**src/rtl/axi4m_rd_arb_pkg.sv**
```systemverilog
`default_nettype none
// ============================================================================
// Module   : axi4m_rd_arb_pkg
// Purpose  : Shared definitions for the AXI4 read-command arbiter: FSM state
//            encoding, read-command field positions and the default
//            outstanding-burst limit.
// Ports    : none (package)
// Revision : 1.0 - initial release
// ============================================================================
package axi4m_rd_arb_pkg;

  typedef enum logic [1:0] {
    ST_RUN   = 2'd0,
    ST_DRAIN = 2'd1,
    ST_IDLE  = 2'd2
  } state_e;

  // Read-command field positions
  localparam int ADDR_LSB = 0;
  localparam int ADDR_MSB = 33;
  localparam int ID_LSB   = 34;
  localparam int ID_MSB   = 35;
  localparam int REM_LSB  = 36;
  localparam int REM_MSB  = 41;
  localparam int LEN_LSB  = 42;
  localparam int LEN_MSB  = 49;

  // Limit used when reg_max_ost_cfg is programmed to 0
  localparam int OST_LIM_DEF = 16;

endpackage
`default_nettype wire

```
**src/rtl/axi4m_rd_arb_rr.sv**
```systemverilog
`default_nettype none
// ============================================================================
// Module   : rr_arb4
// Purpose  : Combinational 4-way round-robin picker. Searches upward from
//            last_i+1 (mod 4) and returns the first requesting index one-hot.
// Ports    : req_i  [3:0] request vector
//            last_i [1:0] index of the previous winner
//            gnt_o  [3:0] one-hot grant (all-zero when req_i is zero)
// Revision : 1.0 - initial release
// ============================================================================
module rr_arb4 (
  input  logic [3:0] req_i,
  input  logic [1:0] last_i,
  output logic [3:0] gnt_o
);

  // Walk from the farthest candidate (last_i itself) to the nearest
  // (last_i+1); the final overwrite leaves the highest-priority requester.
  always_comb begin
    gnt_o = '0;
    for (int k = 4; k >= 1; k--) begin
      logic [1:0] idx;
      idx = last_i + 2'(k);
      if (req_i[idx]) gnt_o = 4'b0001 << idx;
    end
  end

endmodule
`default_nettype wire

```
**src/rtl/axi4m_rd_arb.sv**
```systemverilog
`default_nettype none
// ============================================================================
// Module   : axi4m_rd_arb
// Purpose  : Round-robin arbiter for four AXI4 read-command requesters with
//            per-requester outstanding-burst limiting, a registered write
//            port into a downstream command FIFO and a RUN/DRAIN/IDLE
//            controller for clean shutdown.
// Ports    : aclk, areset        clock, synchronous active-high reset
//            req_vld/req_data    requester commands (req_data 4 x CMD_W)
//            req_rdy             combinational one-hot accept
//            rcmd_ff_*           downstream FIFO full / write strobe / data
//            rtn_vld/last/id     accepted read-data beats (completion)
//            reg_arb_en/mask/max_ost_cfg  run control and eligibility config
//            arb_idle, ost_cnt, reg_ost_err  status
// Revision : 1.0 - initial release
// ============================================================================
module axi4m_rd_arb
  import axi4m_rd_arb_pkg::*;
#(
  parameter int REQ_NUM = 4,
  parameter int CMD_W   = 72,
  parameter int OST_W   = 5
) (
  input  logic                     aclk,
  input  logic                     areset,
  input  logic [REQ_NUM-1:0]       req_vld,
  input  logic [REQ_NUM*CMD_W-1:0] req_data,
  output logic [REQ_NUM-1:0]       req_rdy,
  input  logic                     rcmd_ff_full,
  output logic                     rcmd_ff_wen,
  output logic [CMD_W-1:0]         rcmd_ff_wdata,
  input  logic                     rtn_vld,
  input  logic                     rtn_last,
  input  logic [3:0]               rtn_id,
  input  logic                     reg_arb_en,
  input  logic [REQ_NUM-1:0]       reg_arb_mask,
  input  logic [3:0]               reg_max_ost_cfg,
  output logic                     arb_idle,
  output logic [REQ_NUM*OST_W-1:0] ost_cnt,
  output logic [REQ_NUM-1:0]       reg_ost_err
);

  state_e             state_q, state_d;
  logic [1:0]         last_q;
  logic [OST_W-1:0]   cnt_q [REQ_NUM];
  logic [OST_W-1:0]   cnt_d [REQ_NUM];
  logic [REQ_NUM-1:0] err_q, err_d;
  logic               wen_q;
  logic [CMD_W-1:0]   wdata_q;

  logic [OST_W-1:0]   lim;
  logic [REQ_NUM-1:0] elig, gnt, inc, dec;
  logic               grant_en, any_grant, all_zero_d;
  logic [1:0]         win_idx;
  logic [CMD_W-1:0]   win_cmd;

  // Upper rid bits carry no requester information
  logic unused_rtn_id_hi;
  assign unused_rtn_id_hi = ^rtn_id[3:2];

  assign lim = (reg_max_ost_cfg == 4'd0) ? OST_W'(OST_LIM_DEF) : OST_W'(reg_max_ost_cfg);

  for (genvar n = 0; n < REQ_NUM; n++) begin : g_req
    assign elig[n] = req_vld[n] & ~reg_arb_mask[n] & (cnt_q[n] < lim);
    assign inc[n]  = req_rdy[n];
    assign dec[n]  = rtn_vld & rtn_last & (rtn_id[1:0] == 2'(n));
    assign ost_cnt[n*OST_W +: OST_W] = cnt_q[n];
  end

  rr_arb4 u_rr (
    .req_i  (elig),
    .last_i (last_q),
    .gnt_o  (gnt)
  );

  assign grant_en  = (state_q == ST_RUN) & ~rcmd_ff_full & ~areset;
  assign req_rdy   = grant_en ? gnt : '0;
  assign any_grant = |req_rdy;

  always_comb begin
    win_idx = '0;
    for (int n = 0; n < REQ_NUM; n++) begin
      if (gnt[n]) win_idx = 2'(n);
    end
  end

  // Winner's command with the id field replaced by the requester index
  always_comb begin
    win_cmd = req_data[int'(win_idx)*CMD_W +: CMD_W];
    win_cmd[ID_MSB:ID_LSB] = win_idx;
  end

  // Outstanding counters: a same-cycle issue and completion cancel out;
  // a completion with nothing outstanding saturates and flags an error.
  always_comb begin
    all_zero_d = 1'b1;
    for (int n = 0; n < REQ_NUM; n++) begin
      cnt_d[n] = cnt_q[n];
      err_d[n] = err_q[n];
      if (inc[n] && !dec[n]) begin
        cnt_d[n] = cnt_q[n] + OST_W'(1);
      end else if (dec[n] && !inc[n]) begin
        if (cnt_q[n] == '0) err_d[n] = 1'b1;
        else                cnt_d[n] = cnt_q[n] - OST_W'(1);
      end
      if (cnt_d[n] != '0) all_zero_d = 1'b0;
    end
  end

  // DRAIN issues no grants, so the only possible pending write is the strobe
  // already on the bus this cycle; checking next-cycle counts lets IDLE be
  // reached the cycle after the last completion.
  always_comb begin
    state_d = state_q;
    case (state_q)
      ST_RUN:   if (!reg_arb_en) state_d = ST_DRAIN;
      ST_DRAIN: begin
        if (reg_arb_en)      state_d = ST_RUN;
        else if (all_zero_d) state_d = ST_IDLE;
      end
      ST_IDLE:  if (reg_arb_en) state_d = ST_RUN;
      default:  state_d = ST_IDLE;
    endcase
  end

  always_ff @(posedge aclk) begin
    if (areset) begin
      state_q <= ST_IDLE;
      last_q  <= 2'd3;
      err_q   <= '0;
      wen_q   <= 1'b0;
      wdata_q <= '0;
      for (int n = 0; n < REQ_NUM; n++) cnt_q[n] <= '0;
    end else begin
      state_q <= state_d;
      err_q   <= err_d;
      wen_q   <= any_grant;
      for (int n = 0; n < REQ_NUM; n++) cnt_q[n] <= cnt_d[n];
      if (any_grant) begin
        last_q  <= win_idx;
        wdata_q <= win_cmd;
      end
    end
  end

  assign rcmd_ff_wen   = wen_q;
  assign rcmd_ff_wdata = wdata_q;
  assign reg_ost_err   = err_q;
  assign arb_idle      = (state_q == ST_IDLE);

endmodule
`default_nettype wire

```
**config.mk**
```make
export PLATFORM = sky130hd
export DESIGN_NAME = axi4m_rd_arb
export DESIGN_NICKNAME = d
export VERILOG_FILES = /design/src/rtl/axi4m_rd_arb_pkg.sv /design/src/rtl/axi4m_rd_arb_rr.sv /design/src/rtl/axi4m_rd_arb.sv
export SDC_FILE = /design/constraint.sdc
export NUM_CORES = 1
export LEC_CHECK = 0
export ABC_AREA = 1
export CAP_MARGIN = 0
export CELL_PAD_IN_SITES_DETAIL_PLACEMENT = 1
export CELL_PAD_IN_SITES_GLOBAL_PLACEMENT = 1
export CORE_MARGIN = 4
export CORE_UTILIZATION = 26
export DETAILED_ROUTE_END_ITERATION = 16
export MAX_ROUTING_LAYER = met4
export PLACE_DENSITY = 0.92
export SETUP_SLACK_MARGIN = 0.02
export SLEW_MARGIN = 15
export SYNTH_ARGS = -nofsm -noshare
export SYNTH_HDL_FRONTEND = slang
export SYNTH_SLANG_ARGS = --single-unit
```
**constraint.sdc**
```tcl
create_clock -name aclk -period 3.8 [get_ports aclk]
set_input_delay 0.57 -clock aclk [delete_from_list [all_inputs] [get_ports aclk]]
set_output_delay 0.57 -clock aclk [all_outputs]
set_load 0.02 [all_outputs]
```
==> qor.txt <==
Result of the run - finished, final reports clean
Clk Latency, worst-skew pair - 350 ps
Iter 0 DRT Violations - 382
Post-synth net total - 1464
# IOs - 412
Most used routing layer - met2
Reg power frac - 20.2%
Critical path's most frequent cell - nand2_1
Hold Crit Start - reg_ost_err[3]$_SDFFE_PP0P_
Seq/Total Area, Yosys - 27.6%
Hold Crit Depth - 1
Netlist cell types - 37
Port Buffers - 401
Final setup viols - 0
Internal power - 3.44 mW
Final WL - 38.9 mm
Reg2Reg Setup Slack - 500 ps
Setup crit end kind - flop
Top-count cell post-synth - nor2_1
Period utilization - 95.5%
CP max-delay cell - clkdlybuf4s50_1
Nets - 1889
DRT Pass-1 Iters - 4
RSZ-0062 raised after global routing - yes
Layout Skew - 13.7 ps
Final instance area - 12800 um2
Async SR Flop Fraction - 0%
Post-synth top cells - nor2_1, o21ai_0, nand2_1
TritonCTS buffer count - 9
Post-layout min period - 3630 ps
Post-Synthesis Mean Instance Area - 6.50 um2
Peak Freq - 0.276 GHz
Pins Over Slew Limit - 0
Critical path class - in2reg
Wirelength per Cell - 20.1 um
Seq cells post-synth - 101
Comb pwr share - 65.2%
Lkg Pwr - 5.25 nW
Hold Path Sink - reg_ost_err[3]$_SDFFE_PP0P_
Crit path DAT - 3890 ps
Die width - 176 um
Worst Max-Slew Pin Slew - 705 ps
Gr usage total - 23.6%
Crit-path max cell delay - 440 ps
Synth area leaders - dfxtp_1, o21ai_0, nor2_1, nand2_1, o21bai_1
Sw power - 2.91 mW
M2 GR Usage - 42.2%
Post-synth top area cell - dfxtp_1
DRC viols - 0
H-Tree Depth - 3
CP required - 4060 ps
Total number of vias - 9862
Vias in the first global route - 10361
Gr ovfl total - 0
Largest net degree at the start of global routing - 83
PwrDens - 497 nW/um2
Initial Util - 26.4%
Placed Instances - 1906
First-pass GRT wire length - 56.4 mm
MaxCap Viol Count - 0
Die height - 176 um
Reg-to-Reg End - state_q[0]$_SDFFE_PP0P_
Post-DP HPWL - 29.6 mm
Clk sinks - 101
Hold Fails Final Rpt - 0
Initial antenna violation count - 3
CP Launch Type - input port
Most used DFF post-synth - dfxtp_1
R2r worst-path depth - 25
Clock slew at reported path FFs - 80 ps
Root buf cell - clkbuf_16
Setup tns final - 0 ps
Peak supply drop - 0.291 mV
DRT antenna net count - 0
Share of cells above drive strength 1 - 11.3%
Reg2reg start - cnt_q[2][2]$_SDFF_PP0_
Net Sw Frac - 45.8%
CTS tree - built
Final cell count without fillers - 1937
Post-Synthesis Cells - 1126
Hold WS - 467 ps
GR Util met1 - 26.3%
CORE AREA - 27800 um2
EDFF count, synth - 0
Rows - 61
Relative slew slack - 52.9%
Clock power frac - 14.6%
Layout Area Growth over Synthesis - 74.3%
CTS Hold Bufs - 0
Die area - 30900 um2
Gpl congestion - 0.913
Buffer depth of the longest clock path - 2
CP Max Fanout - 5
Post-synth top area share - 27.6%
Post-layout util - 45.9%
Mapped cell area - 7320 um2
Synth warn - 0
Met3 usage - 4.33%
Placement Cell Area - 12200 um2
Vias per Instance - 5.09
Hold crit path type - reg2reg
-- cell families after synthesis --
kind of cell | after synthesis | synth area share (%)
fa+ha+maj | 28 | 4.78
flops | 101 | 27.6
xor+xnor | 9 | 1.08
simple gates | 444 | 26.8
buf+inv | 148 | 8.61
mux | 1 | 0.137
compound gates | 395 | 30.9
-- sequential cells by signal (all words and copies together) (netlist names) --
register and flops:
last_q 2, reg_ost_err 4, rcmd_ff_wdata 72, state_q 2, cnt_q 20, rcmd_ff_wen 1
-- what timing repair did --
action,CTS,global route
gates cloned,0,3
setup buffers,0,9
resized for setup,6,53
endpoints found under the setup margin,5,79
pin swaps,0,18
-- per-layer routing --
layer  vias up  share of wire [%]
met1      4812                 39
met2       302                 53
met3        58                5.1
li1       4690                  -
met4         0                2.8
met5         -                  0
-- worst max path at each step --
stage,cells after the start,slack [ps],from,to
floorplan,27,760,reg_max_ost_cfg[3],state_q[0]$_SDFFE_PP0P_
global placement,18,-210,reg_max_ost_cfg[0],req_rdy[3]
detailed placement,27,-370,reg_max_ost_cfg[0],state_q[0]$_SDFFE_PP0P_
CTS,18,0.6,reg_max_ost_cfg[0],req_rdy[3]
global route,28,-70,reg_max_ost_cfg[0],state_q[0]$_SDFFE_PP0P_
finish,27,170,reg_max_ost_cfg[0],state_q[0]$_SDFFE_PP0P_
-- cell usage in the layout (no fill, tap or decap), types with 3 or more instances in the layout --
cell type and count:
clkinvlp_4 3, o21ai_1 42, nand3_1 46, inv_1 60, nor2_2 7, ha_4 4
o21a_1 5, buf_12 11, diode_2 3, a21oi_1 22, nand2_4 6, buf_6 3
inv_2 13, nand2_1 147, nor3_1 6, a31oi_1 70, nand2_2 14, o21ai_0 181
nand4_1 5, clkbuf_2 4, nand3_2 10, clkdlybuf4s50_1 396, ha_1 24, inv_4 3
xor2_1 8, clkbuf_16 12, o21bai_1 65, buf_4 66, dfxtp_1 101, nor2_1 184
o21bai_2 5, nand3b_1 10
-- worst max-delay path: cells and delay by family --
kind | cells | cell delay [ps]
simple gates | 22 | 2200
fa+ha+maj | 1 | 320
buf+inv | 4 | 800
-- per-stage QoR --
| step | worst slack, ps | total power, mW |
|---|---|---|
| finish | 171 | 6.35 |
| detailed placement | -372 | 5.26 |
| global placement | -211 | 5.12 |
| floorplan | 755 | 3.52 |
| CTS | 0.593 | 6.21 |
| global route | -71.4 | 6.82 |
-- final cells by class --
type,count,area (um2)
Fill cell,3453,15000
Multi-Input combinational cell,877,4820
Tap cell,378,473
Timing Repair Buffer,486,4880
Antenna cell,3,7.51
Clock inverter,5,36.3
Inverter,76,293
Clock buffer,11,233
Sequential cell,101,2020
-- power groups by stage --
stage	Sequential (mW)	Clock [mW]	Combinational, mW
floorplan	1.45	0	2.06
global placement	1.30	0	3.83
detailed placement	1.30	0	3.95
CTS	1.28	0.957	3.97
global route	1.30	0.983	4.54
finish	1.28	0.925	4.14
Note: power is estimated with default switching activity, not from simulation.
